**src/rtl/dmx_rx.sv**
```systemverilog
`default_nettype none
// +----------------------------------------------------------------------------+
// | Module      : dmx_rx                                                       |
// | Description : DMX512 receiver: break/MAB detection, slot framing, errors.  |
// | Revision    : 1.0  initial release                                         |
// +----------------------------------------------------------------------------+
module dmx_rx #(
   parameter int CLKS_PER_BIT = 80,
   parameter int BREAK_CLKS   = 1760,
   parameter int MAB_CLKS     = 160
) (
   input  logic       clk,
   input  logic       rst_n,
   input  logic       dmx_rxd,
   output logic       rx_valid,
   output logic [9:0] rx_slot,
   output logic [7:0] rx_data,
   output logic       frame_done,
   output logic [9:0] frame_slots,
   output logic       err_frame,
   output logic       err_overflow,
   output logic       rx_active
);

   localparam int c_LOW_W = $clog2(BREAK_CLKS + 1);
   localparam int c_CNT_W = $clog2(CLKS_PER_BIT + MAB_CLKS);

   localparam logic [c_LOW_W-1:0] c_BREAK    = c_LOW_W'(BREAK_CLKS);
   localparam logic [c_CNT_W-1:0] c_HALF_M1  = c_CNT_W'(CLKS_PER_BIT / 2 - 1);
   localparam logic [c_CNT_W-1:0] c_BIT_M1   = c_CNT_W'(CLKS_PER_BIT - 1);
   localparam logic [c_CNT_W-1:0] c_MAB_M1   = c_CNT_W'(MAB_CLKS - 1);
   localparam logic [9:0]         c_MAX_SLOT = 10'd513;

   typedef enum logic [3:0] {
      ST_HUNT   = 4'd0,
      ST_BREAK  = 4'd1,
      ST_MAB    = 4'd2,
      ST_IDLE   = 4'd3,
      ST_START  = 4'd4,
      ST_DATA   = 4'd5,
      ST_STOP1  = 4'd6,
      ST_STOP2  = 4'd7,
      ST_BRKCHK = 4'd8
   } state_t;

   state_t               r_state;
   logic [1:0]           r_sync;
   logic                 r_rxd_d;
   logic [c_LOW_W-1:0]   r_low_cnt;
   logic [c_CNT_W-1:0]   r_cnt;
   logic [2:0]           r_bit;
   logic [7:0]           r_shift;
   logic [9:0]           r_slot_cnt;
   logic                 w_rxd_s;
   logic                 w_fall;

   assign w_rxd_s   = r_sync[1];
   assign w_fall    = r_rxd_d & ~w_rxd_s;
   assign rx_active = (r_state != ST_HUNT) && (r_state != ST_BREAK);

   always_ff @(posedge clk or negedge rst_n) begin
      if (!rst_n) begin
         r_sync    <= 2'b11;
         r_rxd_d   <= 1'b1;
         r_low_cnt <= '0;
      end else begin
         r_sync  <= {r_sync[0], dmx_rxd};
         r_rxd_d <= w_rxd_s;
         if (w_rxd_s) begin
            r_low_cnt <= '0;
         end else if (r_low_cnt != c_BREAK) begin
            r_low_cnt <= r_low_cnt + c_LOW_W'(1);
         end
      end
   end

   always_ff @(posedge clk or negedge rst_n) begin
      if (!rst_n) begin
         r_state      <= ST_HUNT;
         r_cnt        <= '0;
         r_bit        <= '0;
         r_shift      <= '0;
         r_slot_cnt   <= '0;
         rx_valid     <= 1'b0;
         rx_slot      <= '0;
         rx_data      <= '0;
         frame_done   <= 1'b0;
         frame_slots  <= '0;
         err_frame    <= 1'b0;
         err_overflow <= 1'b0;
      end else begin
         rx_valid     <= 1'b0;
         frame_done   <= 1'b0;
         err_frame    <= 1'b0;
         err_overflow <= 1'b0;
         // A full-length low always wins and silently drops any byte in flight
         if (r_state != ST_BREAK && r_low_cnt == c_BREAK) begin
            r_state    <= ST_BREAK;
            r_slot_cnt <= '0;
            if (r_slot_cnt != 10'd0) begin
               frame_done  <= 1'b1;
               frame_slots <= r_slot_cnt;
            end
         end else begin
            case (r_state)
               ST_HUNT: begin
                  r_cnt <= '0;
               end
               ST_BREAK: begin
                  if (w_rxd_s) begin
                     r_state <= ST_MAB;
                     r_cnt   <= c_CNT_W'(1);
                  end
               end
               ST_MAB: begin
                  if (!w_rxd_s) begin
                     err_frame <= 1'b1;
                     r_state   <= ST_HUNT;
                  end else if (r_cnt == c_MAB_M1) begin
                     r_state <= ST_IDLE;
                  end else begin
                     r_cnt <= r_cnt + c_CNT_W'(1);
                  end
               end
               ST_IDLE: begin
                  if (w_fall) begin
                     r_state <= ST_START;
                     r_cnt   <= '0;
                  end
               end
               ST_START: begin
                  if (r_cnt == c_HALF_M1) begin
                     r_cnt <= '0;
                     r_bit <= '0;
                     r_state <= w_rxd_s ? ST_IDLE : ST_DATA;
                  end else begin
                     r_cnt <= r_cnt + c_CNT_W'(1);
                  end
               end
               ST_DATA: begin
                  if (r_cnt == c_BIT_M1) begin
                     r_cnt   <= '0;
                     r_shift <= {w_rxd_s, r_shift[7:1]};
                     r_bit   <= r_bit + 3'd1;
                     if (r_bit == 3'd7) begin
                        r_state <= ST_STOP1;
                     end
                  end else begin
                     r_cnt <= r_cnt + c_CNT_W'(1);
                  end
               end
               ST_STOP1, ST_STOP2: begin
                  if (r_cnt == c_BIT_M1) begin
                     r_cnt <= '0;
                     if (!w_rxd_s) begin
                        // An all-zero byte with a low stop may be the start of a break
                        if (r_shift == 8'h00) begin
                           r_state <= ST_BRKCHK;
                        end else begin
                           err_frame <= 1'b1;
                           r_state   <= ST_HUNT;
                        end
                     end else if (r_state == ST_STOP1) begin
                        r_state <= ST_STOP2;
                     end else begin
                        r_state <= ST_IDLE;
                        if (r_slot_cnt == c_MAX_SLOT) begin
                           err_overflow <= 1'b1;
                        end else begin
                           rx_valid   <= 1'b1;
                           rx_slot    <= r_slot_cnt;
                           rx_data    <= r_shift;
                           r_slot_cnt <= r_slot_cnt + 10'd1;
                        end
                     end
                  end else begin
                     r_cnt <= r_cnt + c_CNT_W'(1);
                  end
               end
               ST_BRKCHK: begin
                  if (w_rxd_s) begin
                     err_frame <= 1'b1;
                     r_state   <= ST_HUNT;
                  end
               end
               default: begin
                  r_state <= ST_HUNT;
               end
            endcase
         end
      end
   end

endmodule
`default_nettype wire

```
**config.mk**
```make
export PLATFORM = sky130hd
export DESIGN_NAME = dmx_rx
export DESIGN_NICKNAME = d
export VERILOG_FILES = /design/src/rtl/dmx_rx.sv
export SDC_FILE = /design/constraint.sdc
export NUM_CORES = 1
export LEC_CHECK = 0
export BUFFER_PORTS_ARGS = -buffer_cell sky130_fd_sc_hd__buf_2
export CAP_MARGIN = 0
export CORE_MARGIN = 2
export CORE_UTILIZATION = 47
export CTS_BUF_LIST = sky130_fd_sc_hd__clkbuf_8
export CTS_CLUSTER_SIZE = 8
export DETAILED_ROUTE_END_ITERATION = 8
export PLACE_DENSITY = 0.65
export SYNTH_ARGS = -nofsm -noshare
export SYNTH_HDL_FRONTEND = slang
export SYNTH_SLANG_ARGS = --single-unit
```
**constraint.sdc**
```tcl
create_clock -name clk -period 4.3 [get_ports clk]
set_clock_uncertainty 0.05 [all_clocks]
set_input_delay 0.215 -clock clk [delete_from_list [all_inputs] [get_ports clk]]
set_output_delay 0.215 -clock clk [all_outputs]
set_load 0.005 [all_outputs]
```
# Word-level counts from Yosys, hierarchy flattened
# Cells that the tools add are included.
dict set report op_classes {
  n_eq_ne 33
  addsub 4
  reduce_logical 21
  n_bitwise 5
  mux 54
}
# operator count
set ops {}
lappend ops {{$mux 10} 6}
lappend ops {{$mux 4} 12}
lappend ops {{$mux 8} 6}
lappend ops {{$pmux 8 s6} 1}
lappend ops {{$pmux 4 s8} 1}
lappend ops {{$mux 11} 2}
lappend ops {{$ne 3x3->1 const B} 7}
lappend ops {{$mux 1} 20}
lappend ops {{$ne 2x2->1 const B} 9}
lappend ops {{$eq 4x3->1 const B} 4}
lappend ops {{$mux 3} 4}
lappend ops {{$reduce_and 6->1} 2}
lappend ops {{$add 11x1->11 const B} 1}
lappend ops {{$eq 11x11->1 const B} 1}
lappend ops {{$ne 11x11->1 const B} 1}
lappend ops {{$add 10x1->10 const B} 1}
lappend ops {{$eq 10x10->1 const B} 1}
lappend ops {{$reduce_bool 10->1} 1}
lappend ops {{$reduce_bool 2->1} 5}
lappend ops {{$reduce_and 9->1} 1}
lappend ops {{$add 8x1->8 const B} 1}
lappend ops {{$eq 4x2->1 const B} 2}
lappend ops {{$eq 8x6->1 const B} 1}
lappend ops {{$eq 8x7->1 const B} 1}
lappend ops {{22 further kinds} 26}
dict set report totals {
  ff_bits 79
  word_cells 132
  inputBits 3
  output_inout_bits 33
}

# Depth between registers and ports, before layout
# Gate-level depths: netlist of run 1.
dict set report depth {
  depth_word 7
  depth_mapped 9
}

# Worst setup path before layout of run 1
# No wires, ideal clock.
dict set report synth_timing {
  path_type {flip-flop to flip-flop}
  startpoint {reg r_state[1]}
  endpoint {reg r_shift[0]}
  setup_slack_ns 1.916
  stages_incl_launch_ff 8
  arrival_time_ns 2.209
  setup_time_ns 0.125
  period_less_slack_ns 2.384
  path_cell_list {dfrtp_1 buf_6 or4b_1 and2_4 buf_6 or4_4 buf_6 mux2_4}
}
dict set report synth_between {
  elab_chain_len 4
  word_cells_on_any_way 5
  classes_between {eq/ne: 2; bitwise: 1; reduce/logical: 2}
}
# item line
set synth_rtl {}
lappend synth_rtl {{start, declared} 46} ;# state_t r_state;
lappend synth_rtl {{start signal, assigned} 135} ;# r_state <= w_rxd_s ? ST_IDLE : ST_DATA;
lappend synth_rtl {{$ne 4x1->1} 97} ;# if (r_state != ST_BREAK && r_low_cnt == c_BREAK) begin
lappend synth_rtl {{$logic_and 1x1->1} 97}
lappend synth_rtl {{$not 1->1 (no line)} -}
lappend synth_rtl {{$reduce_and 3->1 (no line) *} -}
lappend synth_rtl {{end signal, assigned} 143} ;# r_shift <= {w_rxd_s, r_shift[7:1]};
lappend synth_rtl {{end, declared} 52} ;# logic [7:0] r_shift;
# Every way passes the cells marked *; elsewhere a longest branch is shown, timed or not.
# A chain may end at the register's enable or synchronous reset.

# Worst setup path in the final report of run 1
dict set report layout_timing {
  startpoint {reg r_state[1]}
  endpoint {reg rx_data[0]}
}
dict set report layout_between {
  elab_chain_len 4
  word_cells_on_any_way 8
  classes_between {eq/ne: 3; bitwise: 2; reduce/logical: 3}
}
# item line
set layout_rtl {}
lappend layout_rtl {{$ne 4x1->1} 97}
lappend layout_rtl {{$logic_and 1x1->1} 97}
lappend layout_rtl {{$not 1->1 (no line)} -}
lappend layout_rtl {{$reduce_and 6->1 (no line) *} -}
lappend layout_rtl {{end signal, assigned} 172} ;# rx_data <= r_shift;
lappend layout_rtl {{end, declared} 17} ;# output logic [7:0] rx_data,
# Marks and branches as above.

==> flow_metrics.tcl, run 1 <==
set metrics [dict create \
    worstMarginPinSlew_ns 0.9776 \
    final_cell_mix "dfrtp_1, buf_2, nor2_1" \
    drt_pre_antenna_iters 4 \
    grt_pass1_vias 2641 \
    clock-sinks 79 \
    die_x_um 95.43 \
    grt_use_met1 0.2565 \
    syn_to_final_growth_pct 12.87 \
    crit_start "r_state[1]" \
    vdd_drop_max_v 0.0001939 \
    antenna_found_initial 0 \
    cts_buffers 9 \
    routedWlPerCell_um 15.22 \
    top_usage_layer "met2" \
    htree_num_levels 3 \
    path_class "register to register" \
    synth_top_area_share 0.4841 \
    maxSlewViolCount 0 \
    layout_commonest_cell "dfrtp_1" \
    p_leak_nw 2.134 \
    post_cts_buffers 0 \
    final_cells 499 \
    status "finished with violations" \
    io_pins 36 \
    root_buffer "clkbuf_8" \
    cts_tree "built" \
    synth_cell_types 60 \
    placed_cells 482 \
    gr-usage-met3 0.03320 \
    fp-row-count 33 \
    setup_violations 0 \
    via_per_inst 5.601 \
    dr_total_vias 2795 \
    timing.rr.start "r_state[1]" \
    finalSetupTns_ns 0 \
    grt_max_degree 80 \
    ant_nets 0 \
    synth_area_leaders "dfrtp_1, mux2_2, mux2_4" \
    reg2reg_to "rx_data[0]" \
    cp-start-kind "register" \
    hpwlAfterDp_um 5068 \
    hold_class "primary input to asynchronous set/reset pin" \
    reg2reg_slack_ns 1.54 \
    p_per_area_nw_per_um2 341.5 \
    antenna_cells 0 \
    grt_pass1_wl_um 12780 \
    grt.overflow.total 0 \
    endpoint "rx_data[0]" \
    fin_crit_ns 2.756 \
    drv_cap 0 \
    synthArstFlopShare 1.000 \
    yosys.area.top_type "dfrtp_1" \
    crit_arrival_ns 2.94 \
    synth_area_sq_um 3929 \
    drt-initial-drc-count 109 \
    cts_buffer_depth 2 \
    port_buffers 35 \
    avgSynthCellArea_sq_um 11.04 \
    grt_usage 0.1803 \
    reg2reg_depth 4 \
    synth_cells 356 \
    gp_congestion 0.9347 \
    clock.fmax_mhz 362.9 \
    floorplan.initialDensity 0.4806 \
    syn_nets 367 \
    drc 0 \
    die_h_um 95.43 \
    clkSlewWorstSetupHoldPaths_ns 0.09 \
    whs_ns -0.03260 \
    fill_cells 714 \
    total_power_mw 1.514 \
    core_area_sq_um 8175 \
    yosysSeqAreaShare 0.5041 \
    cp_max_fo 18 \
    rsz0062_at_grt "no" \
    routed_wl_um 7594 \
    ys_warn_count 0 \
    dieArea_sq_um 9107 \
    synth-main-ff-cell "dfrtp_1" \
    layout-drive-gt1-share 0.2513 \
    slew_headroom 0.3483 \
    cp.required_ns 4.48 \
    clock_latency_ns 0.35 \
    hold_viol_final 44 \
    violations "negative hold slack" \
    grt_use_met2 0.2752 \
    worstSetupEndpointType "register" \
    post-route-period-util 0.6409 \
    synth_edf_count 0 \
    ys_ff_latch 79 \
    finalNetCount 400 \
    utilization 0.5424 \
]
[state kept, by name (all words and copies together) (netlist names), 2 cells and up]
name and flops:
r_cnt 8, r_bit 3, rx_data 8, r_low_cnt 11
r_shift 8, r_state 4, rx_slot 10, r_slot_cnt 10
r_sync 2, frame_slots 10
[cell type report]
cell class | instances | area, sq um | share of cell area
Sequential cell | 79 | 1981 | 0.4467
Inverter | 14 | 52.55 | 0.01185
Multi-Input combinational cell | 248 | 1807 | 0.4074
Tap cell | 105 | 131.4 | 0.02963
Timing Repair Buffer | 37 | 195.2 | 0.04402
Clock buffer | 9 | 123.9 | 0.02793
Clock inverter | 7 | 143.9 | 0.03245
[cells in the mapped netlist (7+ instances only)]
cell,count
a21oi_1,17
clkbuf_1,8
dfrtp_1,76
ha_1,8
inv_1,14
mux2_2,24
mux2_4,8
nand2_1,19
nand3_1,19
nand4_1,8
nor2_1,32
o21ai_0,15
xnor2_1,7
xor2_1,8
[metrics by stage]
step | setup slack (ns) | cell area [sq um]
6_report | 1.544 | 4434
5_1_grt | 1.378 | 4434
4_1_cts | 1.502 | 4434
3_5_place_dp | 1.520 | 4156
3_3_place_gp | 1.580 | 4156
2_1_floorplan | 1.916 | 3929
[worst min path at each step]
stage                  from        endpoint  slack, ns  depth (start not counted)
global placement    dmx_rxd       r_sync[0]       0.27                          1
floorplan             rst_n       err_frame      -0.13                          0
detailed placement  dmx_rxd       r_sync[0]       0.27                          1
global route          rst_n    r_low_cnt[0]       0.06                          1
CTS                   rst_n  frame_slots[6]       0.02                          1
finish                rst_n    r_low_cnt[0]      -0.03                          1
[per-layer routing]
layer / up-vias / wire, um
met2: 64 / 3489
met4: 0 / 136
met1: 1366 / 3702
met3: 10 / 266
met5: - / 0
li1: 1355 / -
[kinds of logic after synthesis]
kind of cell	share of synthesized area
AO/OA/AOI/OAI	0.09045
XOR/XNOR	0.03344
adder cells (fa/ha/maj)	0.02548
buffers and inverters	0.03599
flip-flops	0.5041
multiplexers	0.1188
AND/OR/NAND/NOR	0.1917
[where the power goes]
part           internal (mW)  total (mW)  switching [mW]
sequential             0.748       0.755         0.00705
combinational        0.00635      0.0244          0.0180
clock                  0.449       0.735           0.287
total                   1.20        1.51           0.312
[worst max-delay path, cell delays in order (launching register included)]
cell and delay (ns):
dfrtp_1 0.58, or4b_1 0.61, and2_4 0.22, nor3_4 0.74, mux2_2 0.42
[timing repair]
item                                   in CTS  in global routing
gates resized for setup                     0                  0
hold buffers                                1                  0
endpoints found under the hold margin       1                  0
Power figures use the tool's default switching activity.
==> inputs of run 2 (changes only) <==
--- a/config.mk
+++ b/config.mk
@@ -5,6 +5,7 @@
 export SDC_FILE = /design/constraint.sdc
 export NUM_CORES = 1
 export LEC_CHECK = 0
+export ABC_AREA = 1
 export BUFFER_PORTS_ARGS = -buffer_cell sky130_fd_sc_hd__buf_2
 export CAP_MARGIN = 0
 export CORE_MARGIN = 2
@@ -12,7 +13,7 @@
 export CTS_BUF_LIST = sky130_fd_sc_hd__clkbuf_8
 export CTS_CLUSTER_SIZE = 8
 export DETAILED_ROUTE_END_ITERATION = 8
-export PLACE_DENSITY = 0.65
+export PLACE_DENSITY = 0.68
 export SYNTH_ARGS = -nofsm -noshare
 export SYNTH_HDL_FRONTEND = slang
 export SYNTH_SLANG_ARGS = --single-unit
==> constraint.sdc (replaced) <==
create_clock -name clk -period 2.3 [get_ports clk]
set_clock_uncertainty 0.05 [all_clocks]
set_input_delay 0.115 -clock clk [delete_from_list [all_inputs] [get_ports clk]]
set_output_delay 0.115 -clock clk [all_outputs]
set_load 0.005 [all_outputs]
==> run 2 against run 1 <==
  * The flow now finishes without violations
  * Power grew 63%
  * Sequential power is 85% higher
  * Final cell count is 37% higher
  * Via count grew 24%
  * Global-route usage rose by 2.4 points
  * Fmax is 34% higher
  * Core utilization down 0.50 points
  * Die area is 3.9% higher
  * Critical endpoint is now r_bit[0]
  * Largest power group unchanged
==> flow_metrics.tcl, run 2 <==
set metrics [dict create \
    status "completed" \
    syn_to_final_growth_pct 12.94 \
    synth_area_sq_um 4089 \
    path_class "register to register" \
    rsz0062_at_grt "no" \
    clock-sinks 79 \
    antenna_cells 0 \
    die_h_um 97.27 \
    ys_ff_latch 79 \
    setup_violations 0 \
    avgSynthCellArea_sq_um 7.788 \
    clock_latency_ns 0.36 \
    hpwlAfterDp_um 6538 \
    p_int_mw 1.831 \
    port_buffers 35 \
    root_buffer "clkbuf_8" \
    synth_top_area_share 0.4651 \
    crit_arrival_ns 2.31 \
    cts_buffer_depth 2 \
    hold_class "primary input to asynchronous set/reset pin" \
    synth.most_common_cell "nand2_1" \
    worstMarginPinSlew_ns 0.5424 \
    crit_path_cell_trace "ha_1 > nand2_2 > nor2_2 > nand3_4 > nor2_2 > nand2_1 > or2_0 > nand2_1" \
    fill_cells 813 \
    cp_num_buf_inv 0 \
    slowest_delay_ns 0.40 \
    grt.overflow.total 0 \
    fp-row-count 34 \
    largest_reg_flops 11 \
    cts_buffers 9 \
    whs_ns 0.2144 \
    synth_area_leaders "dfrtp_1, nand2_1, nand3_1" \
    grt_max_degree 43 \
    dr_total_vias 3464 \
    cts_tree "built" \
    layout_commonest_cell "nand2_1" \
    ys_warn_count 0 \
    yosys.area.top_type "dfrtp_1" \
    synth_common_cells "nand2_1, dfrtp_1, inv_1" \
    post_cts_buffers 0 \
    multi_input_area_sq_um 1831 \
    gp_congestion 0.8945 \
    drc 0 \
    htree_num_levels 3 \
    seqPwrFrac 0.566 \
    finalNetCount 582 \
    cp.required_ns 2.55 \
    io_pins 36 \
    path_delay_family "simple AND/OR/NAND/NOR gates" \
    synth_edf_count 0 \
    cp-start-kind "register" \
    cp_max_fo 16 \
    fin_crit_ns 2.054 \
    yosysSeqAreaShare 0.4844 \
    ant_nets 0 \
    hold_viol_final 0 \
    power.switching_uw 644.5 \
    grt_usage 0.2046 \
    final_cell_mix "nand2_1, dfrtp_1, inv_1" \
    drv_cap 0 \
    synth_cell_types 34 \
    routedWlPerCell_um 13.17 \
    p_leak_nw 2.412 \
    dieArea_sq_um 9461 \
    drt-initial-drc-count 143 \
    antenna_found_initial 0 \
    maxSlewViolCount 0 \
    final_cells 684 \
    regArea_sq_um 1981 \
    placed_cells 666 \
    drt_pre_antenna_iters 4 \
    comb_power_share 0.026 \
    die_x_um 97.27 \
    grt_pass1_wl_um 16040 \
    vdd_drop_max_v 0.0003159 \
    finalSetupTns_ns 0 \
    crit_slowest_cell "dfrtp_1" \
    layout-drive-gt1-share 0.1563 \
    floorplan.initialDensity 0.4758 \
    grt_pass1_vias 3515 \
    slew_headroom 0.6384 \
    p_per_area_nw_per_um2 536.0 \
    synth-main-ff-cell "dfrtp_1" \
    synth_cells 525 \
    routed_wl_um 9008 \
    core_area_sq_um 8593 \
    syn_nets 536 \
    via_per_inst 5.064 \
    post-route-period-util 0.8929 \
    dpl_cell_area_sq_um 4413 \
    clock.fmax_mhz 486.9 \
    clkSlewWorstSetupHoldPaths_ns 0.10 \
    top_register "r_low_cnt" \
    p_sw_frac 0.2604 \
    synthArstFlopShare 1.000 \
    worstSetupEndpointType "register" \
    p_clk_frac 0.408 \
    fin_area_sq_um 4618 \
]
run 2: cell types whose count changed in the layout (fill, tap and decap cells not counted), moves of 8 or more:
cell	delta
nand2_1	+158
inv_1	+31
nand3_1	+26
mux2_2	-24
o21ai_1	+17
nor2_1	+12
buf_4	+11
mux2_4	-8
run 2: metal layers:
| metal | global-route usage | wire, um |
|---|---|---|
| met2 | 0.3440 | 4363 |
| met4 | 0.07265 | 89 |
| met1 | 0.2728 | 4199 |
| met3 | 0.02806 | 356 |
| met5 | 0 | 0 |
run 2: layout make-up:
class	instances	area share
Inverter	53	0.04308
Sequential cell	79	0.4289
Clock inverter	7	0.01328
Tap cell	108	0.02926
Multi-Input combinational cell	379	0.3964
Timing Repair Buffer	49	0.06231
Clock buffer	9	0.02682
run 2: power by group through the flow:
stage | Clock, mW | Combinational, mW | Sequential (mW)
floorplan | 0 | 0.0208 | 1.43
global placement | 0 | 0.0609 | 1.43
detailed placement | 0 | 0.0636 | 1.43
CTS | 1.03 | 0.0667 | 1.40
global route | 1.08 | 0.0756 | 1.40
finish | 1.01 | 0.0636 | 1.40
run 2: logic make-up after synthesis:
kind of cell    Yosys count  share of synthesized area
flops                    79                     0.4844
buf+inv                  67                    0.06793
xor+xnor                  9                    0.01928
simple gates            307                     0.3317
fa+ha+maj                 8                    0.02448
compound gates           55                    0.07222
run 2: timing repair:
| action | CTS | global route |
|---|---|---|
| resized for setup | 0 | 0 |
| hold buffers | 2 | 0 |
| hold endpoints to repair | 41 | 0 |
run 2: path summary, 6_finish.rpt:
kind                                   end  cells past startpoint  slack, ns      start
worst max-delay path              r_bit[0]                      8       0.25   r_cnt[1]
worst min-delay path            rx_slot[4]                      2       0.21      rst_n
worst max register to register    r_bit[0]                      8       0.25   r_cnt[1]
worst min register to register   r_sync[1]                      0       0.31  r_sync[0]
max in group asynchronous        r_sync[0]                      3       1.23      rst_n
min in group clk                 r_sync[1]                      0       0.31  r_sync[0]
run 2: through the flow:
stage	power, mW	setup WS [ns]	util
global route	2.561	0.04831	0.5374
detailed placement	1.493	0.2842	0.5135
CTS	2.502	0.2521	0.5374
finish	2.475	0.2464	0.5374
floorplan	1.450	0.5716	-
global placement	1.490	0.3392	0.5135
run 2: worst reg2reg max path, stage by stage (launching register included):
cell     delay [ns]
dfrtp_1        0.40
ha_1           0.23
nand2_2        0.08
nor2_2         0.15
nand3_4        0.16
nor2_2         0.23
nand2_1        0.32
or2_0          0.31
nand2_1        0.07
==> inputs of run 3 (changes only) <==
--- a/config.mk
+++ b/config.mk
@@ -14,6 +14,7 @@
 export CTS_CLUSTER_SIZE = 8
 export DETAILED_ROUTE_END_ITERATION = 8
 export PLACE_DENSITY = 0.68
+export RECOVER_POWER = 100
 export SYNTH_ARGS = -nofsm -noshare
 export SYNTH_HDL_FRONTEND = slang
 export SYNTH_SLANG_ARGS = --single-unit
==> run 3 against run 2 <==
  * Sequential power about the same
  * Setup slack improved by 0.00064 ns
  * Core utilization shrank 0.52 points
  * Via count increased by 0.32%
  * Die area stayed put
  * Critical path depth rose by 2
  * First-iteration DRC count up 22%
  * Clock-buffer cell count unchanged
  * Register-to-register slack is essentially flat
  * Sequential share of layout area increased by 0.42 points
  * Wire length rose by 0.34%
  * Global-route usage unchanged
==> flow_metrics.tcl, run 3 (same netlist as run 2, synthesis figures left out) <==
set metrics [dict create \
    htree_num_levels 3 \
    drc 0 \
    port_buffers 35 \
    finalNetCount 582 \
    clkSlewWorstSetupHoldPaths_ns 0.10 \
    antenna_cells 0 \
    cp.required_ns 2.50 \
    finalSetupTns_ns 0 \
    gp_congestion 0.8945 \
    drt-initial-drc-count 175 \
    root_buffer "clkbuf_8" \
    worstMarginPinSlew_ns 1.050 \
    grt_pass1_vias 3515 \
    cts-hold-fix-buffers 2 \
    grt_max_degree 43 \
    hold_class "register to register" \
    cp-start-kind "register" \
    status "completed" \
    clock-sinks 79 \
    die_x_um 97.27 \
    regArea_sq_um 1981 \
    drv_cap 0 \
    layout-drive-gt1-share 0.1250 \
    clock.fmax_mhz 487.1 \
    routed_wl_um 9039 \
    cts_tree "built" \
    grt_usage 0.2046 \
    grt_use_met1 0.2728 \
    post_cts_buffers 0 \
    maxSlewViolCount 0 \
    via_per_inst 5.080 \
    gr-usage-met3 0.02806 \
    core_area_sq_um 8593 \
    cts_buffer_depth 2 \
    grt.overflow.total 0 \
    p_leak_nw 2.358 \
    fp-row-count 34 \
    post-route-period-util 0.8926 \
    hold_viol_final 0 \
    grt_pass1_wl_um 16040 \
    largest_reg_flops 11 \
    layout_commonest_cell "nand2_1" \
    dieArea_sq_um 9461 \
    vdd_drop_max_v 0.0003137 \
    utilization 0.5322 \
    grt_use_met2 0.3440 \
    cts_resized 0 \
    worstSetupEndpointType "register" \
    die_h_um 97.27 \
    floorplan.initialDensity 0.4758 \
    multi_input_area_sq_um 1821 \
    dr_total_vias 3475 \
    drt_pre_antenna_iters 4 \
    top_register "r_low_cnt" \
    fin_crit_ns 2.053 \
    top_usage_layer "met2" \
    fill_cells 829 \
    crit_arrival_ns 2.25 \
    rsz0062_at_grt "no" \
    antenna_found_initial 0 \
    p_per_area_nw_per_um2 539.3 \
    ant_nets 0 \
    setup_violations 0 \
    final_cell_mix "nand2_1, dfrtp_1, inv_1, nand3_1, nor2_1" \
    cts_buffers 9 \
    syn_to_final_growth_pct 11.84 \
    clock_latency_ns 0.36 \
    hpwlAfterDp_um 6538 \
    routedWlPerCell_um 13.21 \
    io_pins 36 \
    cp_max_fo 18 \
    slew_headroom 0.3000 \
    path_class "register to register" \
]
==> run 3: cell types whose count changed in the layout (fill, tap and decap cells not counted), moves of 3 or more <==
cell	before	now
o21ai_1	17	2
clkbuf_2	0	3
buf_4	13	6
buf_2	34	24
o21ai_0	18	33
clkbuf_1	0	14
==> run 3: cell type report <==
cell class / instances / area share
clock inverters: 7 / 0.01341
repair buffers: 49 / 0.05527
clock buffers: 9 / 0.02709
multi-input cells: 379 / 0.3981
flip-flops and latches: 79 / 0.4331
well taps: 108 / 0.02955
inverters: 53 / 0.04350
==> run 3: metrics by stage <==
step | power [mW] | setup slack, ns | std cells | hold slack, ns | area, sq um
2_1_floorplan | 1.450 | 0.5716 | 525 | -0.2306 | 4089
3_5_place_dp | 1.493 | 0.2842 | 666 | 0.08674 | 4413
5_1_grt | 2.557 | 0.05767 | 684 | 0.3234 | 4573
3_3_place_gp | 1.490 | 0.3392 | 666 | 0.08181 | 4413
6_report | 2.466 | 0.2470 | 684 | 0.3181 | 4573
4_1_cts | 2.502 | 0.2521 | 684 | 0.2289 | 4618
==> run 3: final timing paths <==
kind | endpoint | start | slack, ns | cells past startpoint
worst max-delay path | rx_data[7] | r_cnt[1] | 0.25 | 10
worst min-delay path | r_sync[1] | r_sync[0] | 0.32 | 0
worst max register to register | rx_data[7] | r_cnt[1] | 0.25 | 10
worst min register to register | r_sync[1] | r_sync[0] | 0.32 | 0
max in group asynchronous | r_sync[0] | rst_n | 0.66 | 3
min in group asynchronous | rx_slot[4] | rst_n | 0.41 | 2
==> run 3: layer usage <==
layer / share of wire / routed length (um) / up-vias
li1: - / - / 1769
met1: 0.48 / 4296 / 1634
met2: 0.48 / 4368 / 65
met3: 0.032 / 285 / 7
met4: 0.0098 / 89 / 0
met5: 0 / 0 / -
==> run 3: where the power goes <==
group          leakage (nW)  internal (mW)  switching [mW]
combinational          1.17         0.0139          0.0461
sequential             1.09           1.40         0.00535
clock                0.0945          0.417           0.588
total                  2.36           1.83           0.639
==> run 3: critical path, cell delays in order (launching register included) <==
cell and delay [ns]:
dfrtp_1 0.40, ha_1 0.22, nand2_1 0.10, nor2_2 0.16
nand3_4 0.16, nor2_4 0.13, nand3b_1 0.08, nor2_1 0.26
inv_2 0.22, nand2_1 0.10, nand2_1 0.05
